<file path="src/rtl/cr16_datapath_sequencer_pkg.sv">
// Shared types for the cr16 micro-sequencer: FSM states and the 32-bit micro-op layout.
package cr16_datapath_sequencer_pkg;

    localparam int UOP_W = 32;

    typedef enum logic [2:0] {
        ST_IDLE  = 3'd0,
        ST_CLEAR = 3'd1,
        ST_FETCH = 3'd2,
        ST_EXEC  = 3'd3,
        ST_DONE  = 3'd4
    } state_t;

    // Bit 31 down to bit 0: LAST, IMM_SEL, NO_WB, reserved, opcode, dest, src_a, imm/src_b.
    typedef struct packed {
        logic        last;
        logic        imm_sel;
        logic        no_wb;
        logic        rsvd;
        logic [3:0]  opcode;
        logic [3:0]  dest;
        logic [3:0]  src_a;
        logic [15:0] imm;
    } uop_t;

endpackage

</file>
<file path="src/rtl/cr16_datapath_sequencer_if.sv">
// Launch handshake, micro-op ROM port, datapath control/result bus and debug state of the sequencer.
interface cr16_datapath_sequencer_if
    import cr16_datapath_sequencer_pkg::*;
#(
    parameter int AW = 8
);
    logic              I_START;
    logic              I_CLEAR_REGS;
    logic              I_HOLD;
    logic [AW-1:0]     O_ROM_ADDR;
    logic [UOP_W-1:0]  I_ROM_DATA;
    logic              O_DP_NRESET;
    logic [15:0]       O_DP_REG_EN;
    logic [3:0]        O_DP_A_SEL;
    logic [3:0]        O_DP_B_SEL;
    logic [15:0]       O_DP_IMM;
    logic              O_DP_IMM_SEL;
    logic [3:0]        O_DP_OPCODE;
    logic [15:0]       I_DP_WRITE;
    logic [4:0]        I_DP_FLAGS;
    logic              O_BUSY;
    logic              O_DONE;
    logic              O_OVERRUN;
    logic [15:0]       O_RESULT;
    logic [4:0]        O_FLAGS;
    state_t            O_DBG_STATE;

    // Handshake: I_START is a level sampled only while O_BUSY=0; O_DONE is a
    // single-cycle pulse ending the program, and no new start is accepted until
    // O_BUSY has returned low.
    modport slave (
        input  I_START, I_CLEAR_REGS, I_HOLD, I_ROM_DATA, I_DP_WRITE, I_DP_FLAGS,
        output O_ROM_ADDR, O_DP_NRESET, O_DP_REG_EN, O_DP_A_SEL, O_DP_B_SEL,
               O_DP_IMM, O_DP_IMM_SEL, O_DP_OPCODE, O_BUSY, O_DONE, O_OVERRUN,
               O_RESULT, O_FLAGS, O_DBG_STATE
    );

    modport master (
        output I_START, I_CLEAR_REGS, I_HOLD, I_ROM_DATA, I_DP_WRITE, I_DP_FLAGS,
        input  O_ROM_ADDR, O_DP_NRESET, O_DP_REG_EN, O_DP_A_SEL, O_DP_B_SEL,
               O_DP_IMM, O_DP_IMM_SEL, O_DP_OPCODE, O_BUSY, O_DONE, O_OVERRUN,
               O_RESULT, O_FLAGS, O_DBG_STATE
    );

endinterface

</file>
<file path="src/rtl/cr16_datapath_sequencer_uop_decode.sv">
// Combinational micro-op decoder: turns the ROM word into datapath controls, gated by exec_en.
module cr16_datapath_sequencer_uop_decode
    import cr16_datapath_sequencer_pkg::*;
(
    input  logic [UOP_W-1:0] rom_data,
    input  logic             exec_en,
    output logic [15:0]      reg_en,
    output logic [3:0]       a_sel,
    output logic [3:0]       b_sel,
    output logic [15:0]      imm,
    output logic             imm_sel,
    output logic [3:0]       opcode,
    output logic             last,
    output logic             no_wb
);
    uop_t uop;
    logic unused_rsvd;

    assign uop         = uop_t'(rom_data);
    // The reserved bit carries no meaning; it is deliberately ignored.
    assign unused_rsvd = uop.rsvd;
    assign last        = uop.last;
    assign no_wb       = uop.no_wb;

    always_comb begin
        reg_en  = '0;
        a_sel   = '0;
        b_sel   = '0;
        imm     = '0;
        imm_sel = 1'b0;
        opcode  = '0;
        if (exec_en) begin
            a_sel   = uop.src_a;
            opcode  = uop.opcode;
            imm_sel = uop.imm_sel;
            if (uop.imm_sel) begin
                imm = uop.imm;
            end else begin
                b_sel = uop.imm[3:0];
            end
            if (!uop.no_wb) begin
                reg_en = 16'h0001 << uop.dest;
            end
        end
    end

endmodule

</file>
<file path="src/rtl/cr16_datapath_sequencer.sv">
// Fetch/execute micro-sequencer driving the cr16 datapath from an external synchronous micro-op ROM.
module cr16_datapath_sequencer
    import cr16_datapath_sequencer_pkg::*;
#(
    parameter int                    ADDR_WIDTH = 8,
    parameter logic [ADDR_WIDTH-1:0] START_ADDR = '0
)
(
    input  logic                      I_CLK,
    input  logic                      I_NRESET,
    cr16_datapath_sequencer_if.slave  bus
);
    localparam logic [ADDR_WIDTH-1:0] PC_MAX = '1;

    state_t                state, state_nxt;
    logic [ADDR_WIDTH-1:0] pc, pc_nxt;
    logic                  overrun_q, overrun_nxt;
    logic [15:0]           result_q;
    logic [4:0]            flags_q;
    logic                  exec_en;
    logic                  uop_last;
    logic                  uop_no_wb;

    assign exec_en = (state == ST_EXEC);

    cr16_datapath_sequencer_uop_decode u_decode (
        .rom_data (bus.I_ROM_DATA),
        .exec_en  (exec_en),
        .reg_en   (bus.O_DP_REG_EN),
        .a_sel    (bus.O_DP_A_SEL),
        .b_sel    (bus.O_DP_B_SEL),
        .imm      (bus.O_DP_IMM),
        .imm_sel  (bus.O_DP_IMM_SEL),
        .opcode   (bus.O_DP_OPCODE),
        .last     (uop_last),
        .no_wb    (uop_no_wb)
    );

    always_ff @(posedge I_CLK or negedge I_NRESET) begin
        if (!I_NRESET) begin
            state     <= ST_IDLE;
            pc        <= START_ADDR;
            overrun_q <= 1'b0;
            result_q  <= '0;
            flags_q   <= '0;
        end else begin
            state     <= state_nxt;
            pc        <= pc_nxt;
            overrun_q <= overrun_nxt;
            if (exec_en) begin
                flags_q <= bus.I_DP_FLAGS;
                if (!uop_no_wb) begin
                    result_q <= bus.I_DP_WRITE;
                end
            end
        end
    end

    always_comb begin
        state_nxt   = state;
        pc_nxt      = pc;
        overrun_nxt = 1'b0;
        unique case (state)
            ST_IDLE: begin
                if (bus.I_START) begin
                    pc_nxt    = START_ADDR;
                    state_nxt = bus.I_CLEAR_REGS ? ST_CLEAR : ST_FETCH;
                end
            end
            ST_CLEAR: state_nxt = ST_FETCH;
            ST_FETCH: begin
                if (!bus.I_HOLD) begin
                    state_nxt = ST_EXEC;
                end
            end
            ST_EXEC: begin
                if (uop_last) begin
                    state_nxt = ST_DONE;
                end else if (pc == PC_MAX) begin
                    // Program ran off the end of the ROM: stop rather than wrap.
                    state_nxt   = ST_DONE;
                    overrun_nxt = 1'b1;
                end else begin
                    pc_nxt    = pc + 1'b1;
                    state_nxt = ST_FETCH;
                end
            end
            ST_DONE: state_nxt = ST_IDLE;
            default: state_nxt = ST_IDLE;
        endcase
    end

    assign bus.O_ROM_ADDR  = pc;
    assign bus.O_DP_NRESET = I_NRESET & (state != ST_CLEAR);
    assign bus.O_BUSY      = (state != ST_IDLE);
    assign bus.O_DONE      = (state == ST_DONE);
    assign bus.O_OVERRUN   = (state == ST_DONE) & overrun_q;
    assign bus.O_RESULT    = result_q;
    assign bus.O_FLAGS     = flags_q;
    assign bus.O_DBG_STATE = state;

endmodule

</file>
<file path="src/flat_wrapper.sv">
// flat-port wrapper written by rule: the top's interface ports become plain ports
module cr16_datapath_sequencer_flat import cr16_datapath_sequencer_pkg::*;
#(
    parameter int                    ADDR_WIDTH = 8,
    parameter logic [ADDR_WIDTH-1:0] START_ADDR = '0
)
  (I_CLK, I_NRESET, bus_I_START, bus_I_CLEAR_REGS, bus_I_HOLD, bus_I_ROM_DATA, bus_I_DP_WRITE, bus_I_DP_FLAGS, bus_O_ROM_ADDR, bus_O_DP_NRESET, bus_O_DP_REG_EN, bus_O_DP_A_SEL, bus_O_DP_B_SEL, bus_O_DP_IMM, bus_O_DP_IMM_SEL, bus_O_DP_OPCODE, bus_O_BUSY, bus_O_DONE, bus_O_OVERRUN, bus_O_RESULT, bus_O_FLAGS, bus_O_DBG_STATE);
  cr16_datapath_sequencer_if #(.AW(8)) bus_i ();
  input  logic I_CLK;
  input  logic I_NRESET;
  input wire logic [$bits(bus_i.I_START)-1:0] bus_I_START;
  input wire logic [$bits(bus_i.I_CLEAR_REGS)-1:0] bus_I_CLEAR_REGS;
  input wire logic [$bits(bus_i.I_HOLD)-1:0] bus_I_HOLD;
  input wire logic [$bits(bus_i.I_ROM_DATA)-1:0] bus_I_ROM_DATA;
  input wire logic [$bits(bus_i.I_DP_WRITE)-1:0] bus_I_DP_WRITE;
  input wire logic [$bits(bus_i.I_DP_FLAGS)-1:0] bus_I_DP_FLAGS;
  output wire logic [$bits(bus_i.O_ROM_ADDR)-1:0] bus_O_ROM_ADDR;
  output wire logic [$bits(bus_i.O_DP_NRESET)-1:0] bus_O_DP_NRESET;
  output wire logic [$bits(bus_i.O_DP_REG_EN)-1:0] bus_O_DP_REG_EN;
  output wire logic [$bits(bus_i.O_DP_A_SEL)-1:0] bus_O_DP_A_SEL;
  output wire logic [$bits(bus_i.O_DP_B_SEL)-1:0] bus_O_DP_B_SEL;
  output wire logic [$bits(bus_i.O_DP_IMM)-1:0] bus_O_DP_IMM;
  output wire logic [$bits(bus_i.O_DP_IMM_SEL)-1:0] bus_O_DP_IMM_SEL;
  output wire logic [$bits(bus_i.O_DP_OPCODE)-1:0] bus_O_DP_OPCODE;
  output wire logic [$bits(bus_i.O_BUSY)-1:0] bus_O_BUSY;
  output wire logic [$bits(bus_i.O_DONE)-1:0] bus_O_DONE;
  output wire logic [$bits(bus_i.O_OVERRUN)-1:0] bus_O_OVERRUN;
  output wire logic [$bits(bus_i.O_RESULT)-1:0] bus_O_RESULT;
  output wire logic [$bits(bus_i.O_FLAGS)-1:0] bus_O_FLAGS;
  output wire logic [$bits(bus_i.O_DBG_STATE)-1:0] bus_O_DBG_STATE;
  assign bus_i.I_START = bus_I_START;
  assign bus_i.I_CLEAR_REGS = bus_I_CLEAR_REGS;
  assign bus_i.I_HOLD = bus_I_HOLD;
  assign bus_i.I_ROM_DATA = bus_I_ROM_DATA;
  assign bus_i.I_DP_WRITE = bus_I_DP_WRITE;
  assign bus_i.I_DP_FLAGS = bus_I_DP_FLAGS;
  assign bus_O_ROM_ADDR = bus_i.O_ROM_ADDR;
  assign bus_O_DP_NRESET = bus_i.O_DP_NRESET;
  assign bus_O_DP_REG_EN = bus_i.O_DP_REG_EN;
  assign bus_O_DP_A_SEL = bus_i.O_DP_A_SEL;
  assign bus_O_DP_B_SEL = bus_i.O_DP_B_SEL;
  assign bus_O_DP_IMM = bus_i.O_DP_IMM;
  assign bus_O_DP_IMM_SEL = bus_i.O_DP_IMM_SEL;
  assign bus_O_DP_OPCODE = bus_i.O_DP_OPCODE;
  assign bus_O_BUSY = bus_i.O_BUSY;
  assign bus_O_DONE = bus_i.O_DONE;
  assign bus_O_OVERRUN = bus_i.O_OVERRUN;
  assign bus_O_RESULT = bus_i.O_RESULT;
  assign bus_O_FLAGS = bus_i.O_FLAGS;
  assign bus_O_DBG_STATE = bus_i.O_DBG_STATE;
  cr16_datapath_sequencer #(.ADDR_WIDTH(ADDR_WIDTH), .START_ADDR(START_ADDR)) u_core (.I_CLK(I_CLK), .I_NRESET(I_NRESET), .bus(bus_i));
endmodule
</file>
<file path="config.mk">
export PLATFORM = sky130hd
export DESIGN_NAME = cr16_datapath_sequencer_flat
export DESIGN_NICKNAME = d
export VERILOG_FILES = /design/src/rtl/cr16_datapath_sequencer_pkg.sv /design/src/rtl/cr16_datapath_sequencer_if.sv /design/src/rtl/cr16_datapath_sequencer_uop_decode.sv /design/src/rtl/cr16_datapath_sequencer.sv /design/src/flat_wrapper.sv
export SDC_FILE = /design/constraint.sdc
export NUM_CORES = 1
export LEC_CHECK = 0
export CAP_MARGIN = 20
export CORE_MARGIN = 2
export CORE_UTILIZATION = 32
export CTS_BUF_LIST = sky130_fd_sc_hd__clkbuf_2 sky130_fd_sc_hd__clkbuf_4 sky130_fd_sc_hd__clkbuf_8
export CTS_CLUSTER_DIAMETER = 150
export DETAILED_ROUTE_END_ITERATION = 10
export PLACE_DENSITY_LB_ADDON = 0.12
export SLEW_MARGIN = 20
export SYNTH_ARGS = -nofsm -noshare
export SYNTH_HDL_FRONTEND = slang
export SYNTH_SLANG_ARGS = --single-unit
</file>
<file path="constraint.sdc">
create_clock -name I_CLK -period 1.6 [get_ports I_CLK]
set_clock_uncertainty 0.1 [all_clocks]
set_input_delay 0.24 -clock I_CLK [delete_from_list [all_inputs] [get_ports I_CLK]]
set_output_delay 0.24 -clock I_CLK [all_outputs]
set_load 0.05 [all_outputs]
</file>
==> results.py <==
metrics = {
    "run_status": {
        "status": "finished with violations",
        "violations": "negative setup slack",
    },
    "power": {
        "power_density_nw_per_um2": 1540,
        "worst_ir_drop_vdd_mv": 1.49,
        "p_leak_nw": 2.03,
    },
    "global_routing": {
        "antenna_found_initial": 0,
        "grt_max_degree": 34,
        "gr-total-overflow": 0,
        "grt_pass1_wl_um": 11500,
        "grt_usage": 0.232,
        "grt_pass1_vias": 2336,
    },
    "route": {
        "drtPass1Iterations": 4,
        "ant_nets": 0,
        "wl_per_cell_um": 18.9,
        "first_iter_violations": 65,
        "num_vias": 2265,
        "drt-total-wl_um": 8530,
        "avgViaCountPerCell": 5.02,
        "drcViolationCount": 0,
    },
    "yosys": {
        "synthesis.nets": 253,
        "syn_area_per_cell_um2": 9.55,
        "synth-seq-cells": 33,
        "synth_cells": 194,
        "syn_area_um2": 1850,
        "ys_top_cells_by_area": "dfrtp_1 45%, mux2_2 10%, and3_1 6.1%, nand2_1 5.5%, nor2_1 4.1%",
        "yosysSeqAreaShare": 0.446,
        "synthFlopType": "dfrtp_1",
        "synth_cell_type_count": 39,
        "synth_top_area_share": 0.446,
        "synth_edf_count": 0,
        "yosysTopAreaCell": "dfrtp_1",
        "yosys_warnings": 0,
        "synthArstFlopShare": 1.00,
    },
    "sta": {
        "fin_ws_ns": -0.544,
        "period_needed_ns": 2.14,
        "slew_headroom": 0.720,
        "setup_viol": 64,
        "max_freq_mhz": 466,
        "rsz0062_at_grt": "true",
        "tightest_slew_ns": 0.420,
        "min_period_over_period": 1.34,
        "finalSetupTns_ns": -24.96,
        "drv_slew": 0,
        "finalHoldViolations": 0,
    },
    "place": {
        "dp_slack_ns": -0.318,
        "portBuffers": 137,
        "gp_congestion": 0.797,
        "hpwl_um": 5510,
    },
    "critical_path": {
        "critPathRequiredTime_ns": 1.26,
        "worst_r2r_endpoint": "u_core.bus.O_ROM_ADDR[5]$_DFFE_PN0P_",
        "rr_startpoint": "u_core.bus.O_DBG_STATE[2]$_DFFE_PN0P_",
        "rrSetupSlack_ns": -0.42,
        "worstSetupStartpointType": "flop",
        "cp_max_fo": 5,
        "rr_worst_depth": 8,
        "startpoint": "u_core.bus.O_DBG_STATE[2]$_DFFE_PN0P_",
        "endpoint_kind": "primary output",
        "crit_arrival_ns": 1.80,
        "crit_type": "reg -> out",
    },
    "finish": {
        "antenna_cells": 0,
        "multiInputGateArea_um2": 1370,
        "nets": 437,
        "final_cell_mix": "62 x buf_12, 56 x clkdlybuf4s50_1, 52 x buf_4",
        "nFillCells": 246,
        "layout_commonest_cell": "buf_12",
        "final_util": 0.881,
        "seq_area_um2": 838,
        "drive_gt1_frac": 0.636,
        "area_growth_pct": 164,
    },
    "die": {
        "ios": 139,
        "initial_utilization": 0.334,
        "die_area_um2": 6420,
        "core_um2": 5540,
        "die_w_um": 80.1,
        "rows": 27,
        "die-height_um": 80.1,
    },
    "clock_network": {
        "cts_buffers": 5,
        "cts_tree": "built",
        "cts.sinks": 33,
        "clock_latency_ns": 0.29,
        "cts_root_buffer": "clkbuf_8",
        "htreeDepth": 2,
        "cts_hold_buf": 0,
        "clk_path_buf_depth": 2,
        "path_clk_slew_ns": 0.07,
    },
    "min_path": {
        "hold_path_class": "in -> async",
    },
    "job": {
        "maxCapViolations": 0,
    },
}
[cell type report]
class / instances / share of cell area
Clock inverter: 3 / 0.0133
Timing Repair Buffer: 190 / 0.499
Clock buffer: 5 / 0.0141
Multi-Input combinational cell: 144 / 0.280
Sequential cell: 33 / 0.172
Inverter: 4 / 0.00307
Tap cell: 72 / 0.0184
[layer usage]
layer / up-vias / part of all wire / GRT usage
li1: 1048 / - / -
met1: 1087 / 0.38 / 0.277
met2: 115 / 0.53 / 0.404
met3: 15 / 0.076 / 0.0685
met4: 0 / 0.019 / 0.0627
met5: - / 0 / 0
[timing repair]
item	in CTS	in global routing
buffers inserted	12	11
gates resized for setup	20	35
setup endpoints to repair	53	81
pin swaps	20	19
cloned	1	2
[worst max-delay path by stage]
| stage | to | slack, ns |
|---|---|---|
| floorplan | bus_O_DP_REG_EN[4] | -0.70 |
| detailed placement | bus_O_DP_REG_EN[13] | -0.32 |
| CTS | bus_O_DP_REG_EN[13] | -0.52 |
| finish | bus_O_DP_IMM[0] | -0.54 |
| global placement | bus_O_DP_REG_EN[2] | -0.30 |
| global route | bus_O_DP_IMM[10] | -0.61 |
[sequential cells by signal (all words and copies together), names as in the netlist]
signal and cells:
u_core.bus.O_RESULT 16, u_core.bus.O_ROM_ADDR 8, u_core.overrun_q 1, u_core.bus.O_FLAGS 5
u_core.bus.O_DBG_STATE 3
[critical path, stage by stage (launching register included)]
cell and delay (ns):
dfrtp_2 0.41, buf_4 0.13, buf_6 0.12, nor3b_4 0.23, buf_6 0.16, clkbuf_16 0.14
and3_4 0.19, buf_12 0.13
[metrics by stage]
step | hold WS [ns] | area (um2) | instances | total power, W
6_report | 0.344 | 4880 | 451 | 0.00751
2_1_floorplan | -0.156 | 2200 | 194 | 0.00406
5_1_grt | 0.364 | 4880 | 451 | 0.00781
3_5_place_dp | 0.363 | 4380 | 423 | 0.00593
3_3_place_gp | 0.362 | 4380 | 423 | 0.00585
4_1_cts | 0.318 | 4700 | 444 | 0.00720
[cell families after synthesis]
family                   count (synthesis)  synth area share
multiplexers                            17             0.103
buffers and inverters                   17            0.0473
AO/OA/AOI/OAI                           14            0.0567
AND/OR/NAND/NOR                        111             0.336
flip-flops                              33             0.446
XOR/XNOR                                 1           0.00473
adder cells (fa/ha/maj)                  1           0.00675
[synth_stat cells, drive strengths merged, types with 2 or more instances]
| cell type | instances |
|---|---|
| or3 | 2 |
| dfrtp | 33 |
| nand2 | 27 |
| nand3 | 5 |
| nand4 | 3 |
| inv | 4 |
| nor2 | 21 |
| and2 | 11 |
| nor3b | 5 |
| o211ai | 3 |
| nor3 | 6 |
| clkbuf | 7 |
| and3 | 18 |
| buf | 6 |
| nand2b | 4 |
| mux2 | 17 |
| nand3b | 3 |
| a21oi | 4 |
[power by group]
part	switching, W	internal [W]
Sequential	0.000240	0.00118
Combinational	0.00286	0.00229
Clock	0.000318	0.000619
Total	0.00342	0.00409
Power figures use the tool's default switching activity.
